### config.mk
export PLATFORM = sky130hd
export DESIGN_NAME = fifo_protocol_monitor
export DESIGN_NICKNAME = d
export VERILOG_FILES = /design/src/rtl/fifo_mon_pkg.sv /design/src/rtl/fifo_mon_channel.sv /design/src/rtl/fifo_protocol_monitor.sv
export SDC_FILE = /design/constraint.sdc
export NUM_CORES = 1
export LEC_CHECK = 0
export BUFFER_PORTS_ARGS = -buffer_cell sky130_fd_sc_hd__buf_2
export CORE_MARGIN = 2
export CORE_UTILIZATION = 46
export CTS_CLUSTER_SIZE = 20
export DETAILED_ROUTE_END_ITERATION = 16
export PLACE_DENSITY_LB_ADDON = 0.2
export SETUP_SLACK_MARGIN = 0.1
export SLEW_MARGIN = 10
export SYNTH_ARGS = -nofsm -noshare
export SYNTH_HDL_FRONTEND = slang
export SYNTH_SLANG_ARGS = --single-unit
### constraint.sdc
create_clock -name clk -period 10 [get_ports clk]
set_input_delay 2 -clock clk [delete_from_list [all_inputs] [get_ports clk]]
set_output_delay 2 -clock clk [all_outputs]
set_load 0.02 [all_outputs]
### src/rtl/fifo_mon_pkg.sv
// fifo_mon_pkg: shared types and helpers for the FIFO protocol monitor
package fifo_mon_pkg;
  typedef enum logic [1:0] {NONE = 2'd0, OVF = 2'd1, UDF = 2'd2, MIS = 2'd3} err_type_e;
  typedef enum logic {ST_OK = 1'b0, ST_FAULT = 1'b1} ch_state_e;
  function automatic int occ_width(input int depth);
    return $clog2(depth + 1);
  endfunction
endpackage

### src/rtl/fifo_mon_channel.sv
// fifo_mon_channel: shadow occupancy, high-water, fault FSM and sticky errors for one FIFO
module fifo_mon_channel
  import fifo_mon_pkg::*;
#(
  parameter int DEPTH = 16,
  parameter int OCC_W = occ_width(DEPTH)
) (
  input  logic             clk,
  input  logic             rst,
  input  logic             clr,
  input  logic             wr_en,
  input  logic             wr_full,
  input  logic             rd_en,
  input  logic             rd_empty,
  output logic [OCC_W-1:0] occ,
  output logic [OCC_W-1:0] hw,
  output logic             ovf,
  output logic             udf,
  output logic             mis,
  output logic             mis_rise,
  output logic             err_ovf,
  output logic             err_udf,
  output logic             err_mis,
  output logic             fault_nxt
);
  localparam logic [OCC_W-1:0] FULL = OCC_W'(DEPTH);
  ch_state_e state, state_nxt;
  logic mis_q, acc_wr, acc_rd;
  logic [OCC_W-1:0] occ_nxt;
  always_comb begin
    acc_wr = wr_en & ~wr_full;
    acc_rd = rd_en & ~rd_empty;
    ovf = wr_en & wr_full;
    udf = rd_en & rd_empty;
    mis = (wr_full != (occ == FULL)) | (rd_empty != (occ == '0));
    mis_rise = mis & ~mis_q;
    occ_nxt = (acc_wr && !acc_rd && occ != FULL) ? occ + OCC_W'(1) :
              (acc_rd && !acc_wr && occ != '0) ? occ - OCC_W'(1) : occ;
    state_nxt = (ovf | udf | mis) ? ST_FAULT : clr ? ST_OK : state;
    fault_nxt = state_nxt == ST_FAULT;
  end
  always_ff @(posedge clk) begin
    if (rst) begin
      state <= ST_OK;
      occ <= '0;
      hw <= '0;
      err_ovf <= 1'b0;
      err_udf <= 1'b0;
      err_mis <= 1'b0;
      mis_q <= 1'b0;
    end else begin
      state <= state_nxt;
      occ <= occ_nxt;
      hw <= (clr || occ_nxt > hw) ? occ_nxt : hw;
      err_ovf <= (err_ovf & ~clr) | ovf;
      err_udf <= (err_udf & ~clr) | udf;
      err_mis <= (err_mis & ~clr) | mis;
      mis_q <= mis;
    end
  end
endmodule

### src/rtl/fifo_protocol_monitor.sv
// fifo_protocol_monitor: multi-channel FIFO handshake checker with counters, first-error capture and irq
module fifo_protocol_monitor
  import fifo_mon_pkg::*;
#(
  parameter int NUM_CH = 4,
  parameter int DEPTH = 16,
  parameter int CNT_W = 16,
  localparam int OCC_W = occ_width(DEPTH),
  localparam int CH_W = NUM_CH > 1 ? $clog2(NUM_CH) : 1
) (
  input  logic                    clk,
  input  logic                    rst,
  input  logic [NUM_CH-1:0]       wr_en,
  input  logic [NUM_CH-1:0]       wr_full,
  input  logic [NUM_CH-1:0]       rd_en,
  input  logic [NUM_CH-1:0]       rd_empty,
  input  logic                    clr_err,
  output logic [NUM_CH*OCC_W-1:0] occupancy,
  output logic [NUM_CH*OCC_W-1:0] high_water,
  output logic [NUM_CH-1:0]       err_overflow,
  output logic [NUM_CH-1:0]       err_underflow,
  output logic [NUM_CH-1:0]       err_flag_mismatch,
  output logic [CNT_W-1:0]        viol_count,
  output logic                    first_err_vld,
  output logic [CH_W-1:0]         first_err_ch,
  output logic [1:0]              first_err_type,
  output logic                    irq
);
  localparam int SUM_W = CNT_W + 8;
  localparam logic [SUM_W-1:0] SAT = SUM_W'({CNT_W{1'b1}});
  logic [NUM_CH-1:0] ovf, udf, mis, mis_rise, fault_nxt;
  logic [7:0] pop;
  logic [SUM_W-1:0] sum;
  logic [CH_W-1:0] sel_ch;
  err_type_e sel_type;
  for (genvar i = 0; i < NUM_CH; i++) begin : g_ch
    fifo_mon_channel #(.DEPTH(DEPTH), .OCC_W(OCC_W)) u_ch (
      .clk(clk),
      .rst(rst),
      .clr(clr_err),
      .wr_en(wr_en[i]),
      .wr_full(wr_full[i]),
      .rd_en(rd_en[i]),
      .rd_empty(rd_empty[i]),
      .occ(occupancy[i*OCC_W +: OCC_W]),
      .hw(high_water[i*OCC_W +: OCC_W]),
      .ovf(ovf[i]),
      .udf(udf[i]),
      .mis(mis[i]),
      .mis_rise(mis_rise[i]),
      .err_ovf(err_overflow[i]),
      .err_udf(err_underflow[i]),
      .err_mis(err_flag_mismatch[i]),
      .fault_nxt(fault_nxt[i])
    );
  end
  // Descending scan so the lowest-indexed faulting channel is the one left selected
  always_comb begin
    pop = '0;
    sel_ch = '0;
    sel_type = NONE;
    for (int i = NUM_CH - 1; i >= 0; i--) begin
      pop = pop + 8'(ovf[i]) + 8'(udf[i]) + 8'(mis_rise[i]);
      if (ovf[i] | udf[i] | mis[i]) begin
        sel_ch = CH_W'(i);
        sel_type = mis[i] ? MIS : udf[i] ? UDF : OVF;
      end
    end
    sum = SUM_W'(clr_err ? '0 : viol_count) + SUM_W'(pop);
  end
  always_ff @(posedge clk) begin
    if (rst) begin
      viol_count <= '0;
      first_err_vld <= 1'b0;
      first_err_ch <= '0;
      first_err_type <= '0;
      irq <= 1'b0;
    end else begin
      viol_count <= sum > SAT ? SAT[CNT_W-1:0] : sum[CNT_W-1:0];
      irq <= |fault_nxt;
      if (clr_err || !first_err_vld) begin
        first_err_vld <= sel_type != NONE;
        first_err_ch <= sel_ch;
        first_err_type <= sel_type;
      end
    end
  end
endmodule

==> impl_metrics.csv <==
group,metric,value,unit
layout,regArea,1642,sq um
drt,antenna_left,0,
worst_setup_path,cp_max_fo,22,
sta,whs,0.4691,ns
yosys,post_synth_and_or_nand_nor_area_fraction,0.2528,
sta,relSlewSlack,0.4962,
worst_setup_path,worstSetupEndpointType,"flop",
drt,firstDrtPassIters,4,
yosys,synthArstFlopShare,0,
die,coreArea,10700,sq um
sta,setup_viol,0,
cts,path_clk_slew,0.08,ns
cts,post_cts_buffers,0,
placed_design,place_ws,2.648,ns
layout,fillCellCount,1023,
yosys,synth_top_family_by_area,"simple AND/OR/NAND/NOR gates",
global_route,first_global_vias,4063,
layout,layout.nets,728,
hold_path,whs_endpoint,"g_ch[2].u_ch.err_udf",
sta,finalCriticalPeriod,6.962,ns
die,rows,38,
worst_setup_path,critPathArrivalTime,7.16,ns
layout,multi_input_area,3027,sq um
cts,cts-htree-levels,3,
pwr,power_leakage,2.522,nW
layout,area_growth,12.98,%
hold_path,hold_path.class,"reg -> reg",
yosys,synth_area,4985,sq um
global_route,grt_pass1_wl,19800,um
drt,first_iter_violations,290,
yosys,syn_area_per_cell,8.478,sq um
die,die_y,108.1,um
yosys,synth-compound-area-share,0.1509,
drt,viasPerCell,5.498,
sta,final_max_slew_viol_count,0,
cts,cts_resized,0,
drt,drc,0,
sta,worst_slack,3.038,ns
hold_path,holdPathStages,2,
worst_setup_path,r2r-end,"viol_count[0]",
yosys,synth_fa_ha_area_frac,0.1300,
yosys,synthMuxAreaShare,0.03840,
sta,tns,0,ns
yosys,synth_fp_nets,654,
cts,root_buffer,"clkbuf_8",
layout,insertedDiodeCount,0,
worst_setup_path,start_kind,"input pin",
sta,max_freq,143.6,MHz
yosys,yosysSeqAreaShare,0.3293,
pwr,p_per_area,216.7,nW/um^2
pwr,ir_drop,0.1357,mV
die,die_area,11690,sq um
die,die_x,108.1,um
pwr,total_power,0.001220,W
global_route,grt-ovfl-total,0,
global_route,grt_max_degree,70,
worst_setup_path,ff2ff_setup_slack,3.72,ns
worst_setup_path,r2r_start,"g_ch[2].u_ch.occ[1]",
cts,cts.sinks,82,
worst_setup_path,startpoint,"clr_err",
sta,skew,0.007567,ns
yosys,yosys_warnings,0,
sta,rsz0062_at_grt,"false",
worst_setup_path,reg2reg_depth,20,
sta,worstMarginPinSlew,0.7557,ns
die,io_pins,93,
yosys,ys_seq_elements,82,
global_route,antenna_found_initial,0,
drt,drt-total-wl,12110,um
yosys,synth_cell_types,63,
die,initial_utilization,0.4660,
run,maxCapViolations,0,
yosys,synth-main-ff-cell,"dfxtp_1",
worst_setup_path,timing.critical_path.required,10.20,ns
layout,final_util,0.5264,
sta,fin_crit_sh,0.6962,
global_route,grtUsageTotal,0.2153,
cts,clk_latency,0.35,ns
yosys,synth-edff-count,0,
cts,cts_hold_buf,0,
yosys,syn_inst,588,
status,status,"complete, no violations",
cts,cts_made_buffers,9,
drt,num_vias,4431,
drt,route.detailed.wl_per_inst,15.02,um
yosys,yosys.area_share.xor_xnor,0.03514,
layout,layout-drive-gt1-share,0.1787,
cts,cts_buffer_depth,2,
cts,tritoncts,"built",
worst_setup_path,crit_type,"in -> reg",
placed_design,io_buffers,92,
hold_path,hold_path.startpoint,"g_ch[2].u_ch.err_udf",
placed_design,place_hpwl,9061,um
placed_design,gp_congestion,0.8612,
sta,hold_violations,0,
[worst max-delay path: stages]
cell,delay [ns]
buf_2,0.24
inv_1,0.55
nand2_1,0.16
fa_1,0.52
fa_1,0.56
fa_1,0.44
fa_1,0.52
fa_1,0.20
inv_1,0.05
fa_1,0.42
a21o_1,0.21
a21o_1,0.19
a21oi_1,0.51
nor4b_1,0.15
nand3_1,0.29
a21oi_1,0.12
[cell families after synthesis]
| group | after synthesis |
|---|---|
| compound gates | 111 |
| buf+inv | 70 |
| simple gates | 239 |
| mux | 19 |
| xor+xnor | 20 |
| fa+ha+maj | 47 |
| flops | 82 |
[layout make-up]
class,instances,area share
well taps,140,0.03110
multi-input cells,436,0.5374
repair buffers,93,0.08309
flip-flops and latches,82,0.2915
inverters,40,0.02666
clock buffers,12,0.02755
clock inverters,3,0.002666
[cell usage in the layout (no fill, tap or decap), drive strengths merged, types with 10 or more instances in the layout]
cell type  Yosys  final
nand3         12     12
a31oi         10     10
nor3          20     20
clkbuf        16     12
xnor2         16     16
inv           40     40
nor2          55     55
nor2b         19     19
ha            39     39
buf           14     93
nand2         51     51
mux2i         18     18
a21oi         44     44
and3          10     10
dfxtp         82     82
nand2b        10     10
and2          14     14
[state kept, by name, indices dropped and copies added, names as in the netlist]
register           count
g_ch.u_ch.state        4
g_ch.u_ch.mis_q        4
g_ch.u_ch.err_udf      4
g_ch.u_ch.hw          20
viol_count            16
first_err_vld          1
g_ch.u_ch.occ         20
g_ch.u_ch.err_ovf      4
g_ch.u_ch.err_mis      4
first_err_ch           2
first_err_type         2
irq                    1
[stage by stage]
step                instances  cell area (sq um)
finish                    806               5632
global placement          791               5461
detailed placement        791               5461
CTS                       806               5632
global route              806               5632
floorplan                 588               4985
[cell usage after synthesis (all sizes together), types with 5 or more instances]
master | n | area, sq um
a211oi | 9 | 77.57
a21oi | 44 | 227.7
a22oi | 6 | 45.04
a31oi | 10 | 62.56
and2 | 14 | 87.58
and3 | 10 | 62.56
buf | 14 | 106.4
clkbuf | 16 | 60.06
dfxtp | 82 | 1642
fa | 8 | 160.2
ha | 39 | 488.0
inv | 40 | 150.1
mux2i | 18 | 180.2
nand2 | 51 | 191.4
nand2b | 10 | 65.06
nand3 | 12 | 60.06
nand3b | 5 | 37.54
nand4 | 8 | 50.05
nor2 | 55 | 214.0
nor2b | 19 | 118.9
nor3 | 20 | 100.1
nor3b | 9 | 72.57
nor4b | 5 | 43.79
o211ai | 5 | 37.54
o21ai | 8 | 40.03
or2 | 7 | 43.79
xnor2 | 16 | 140.1
[metal layers]
metal | up-vias | GRT usage | share of wire
met5 | - | 0 | 0
met4 | 0 | 0.1062 | 0.015
met3 | 13 | 0.03737 | 0.052
met2 | 121 | 0.3518 | 0.49
met1 | 2095 | 0.2745 | 0.45
li1 | 2202 | - | -
[report_power, final]
group | internal (W) | switching [W]
sequential | 0.000373 | 0.0000381
combinational | 0.000252 | 0.000338
clock | 0.000101 | 0.000117
[worst max path at each step]
| stage | to | slack, ns | cells past startpoint |
|---|---|---|---|
| global route | viol_count[0] | 2.65 | 16 |
| CTS | viol_count[5] | 3.05 | 16 |
| finish | viol_count[0] | 3.04 | 16 |
| detailed placement | viol_count[5] | 2.65 | 16 |
| global placement | viol_count[5] | 2.83 | 16 |
| floorplan | viol_count[0] | 3.36 | 18 |
(Power assumes the default switching activity.)
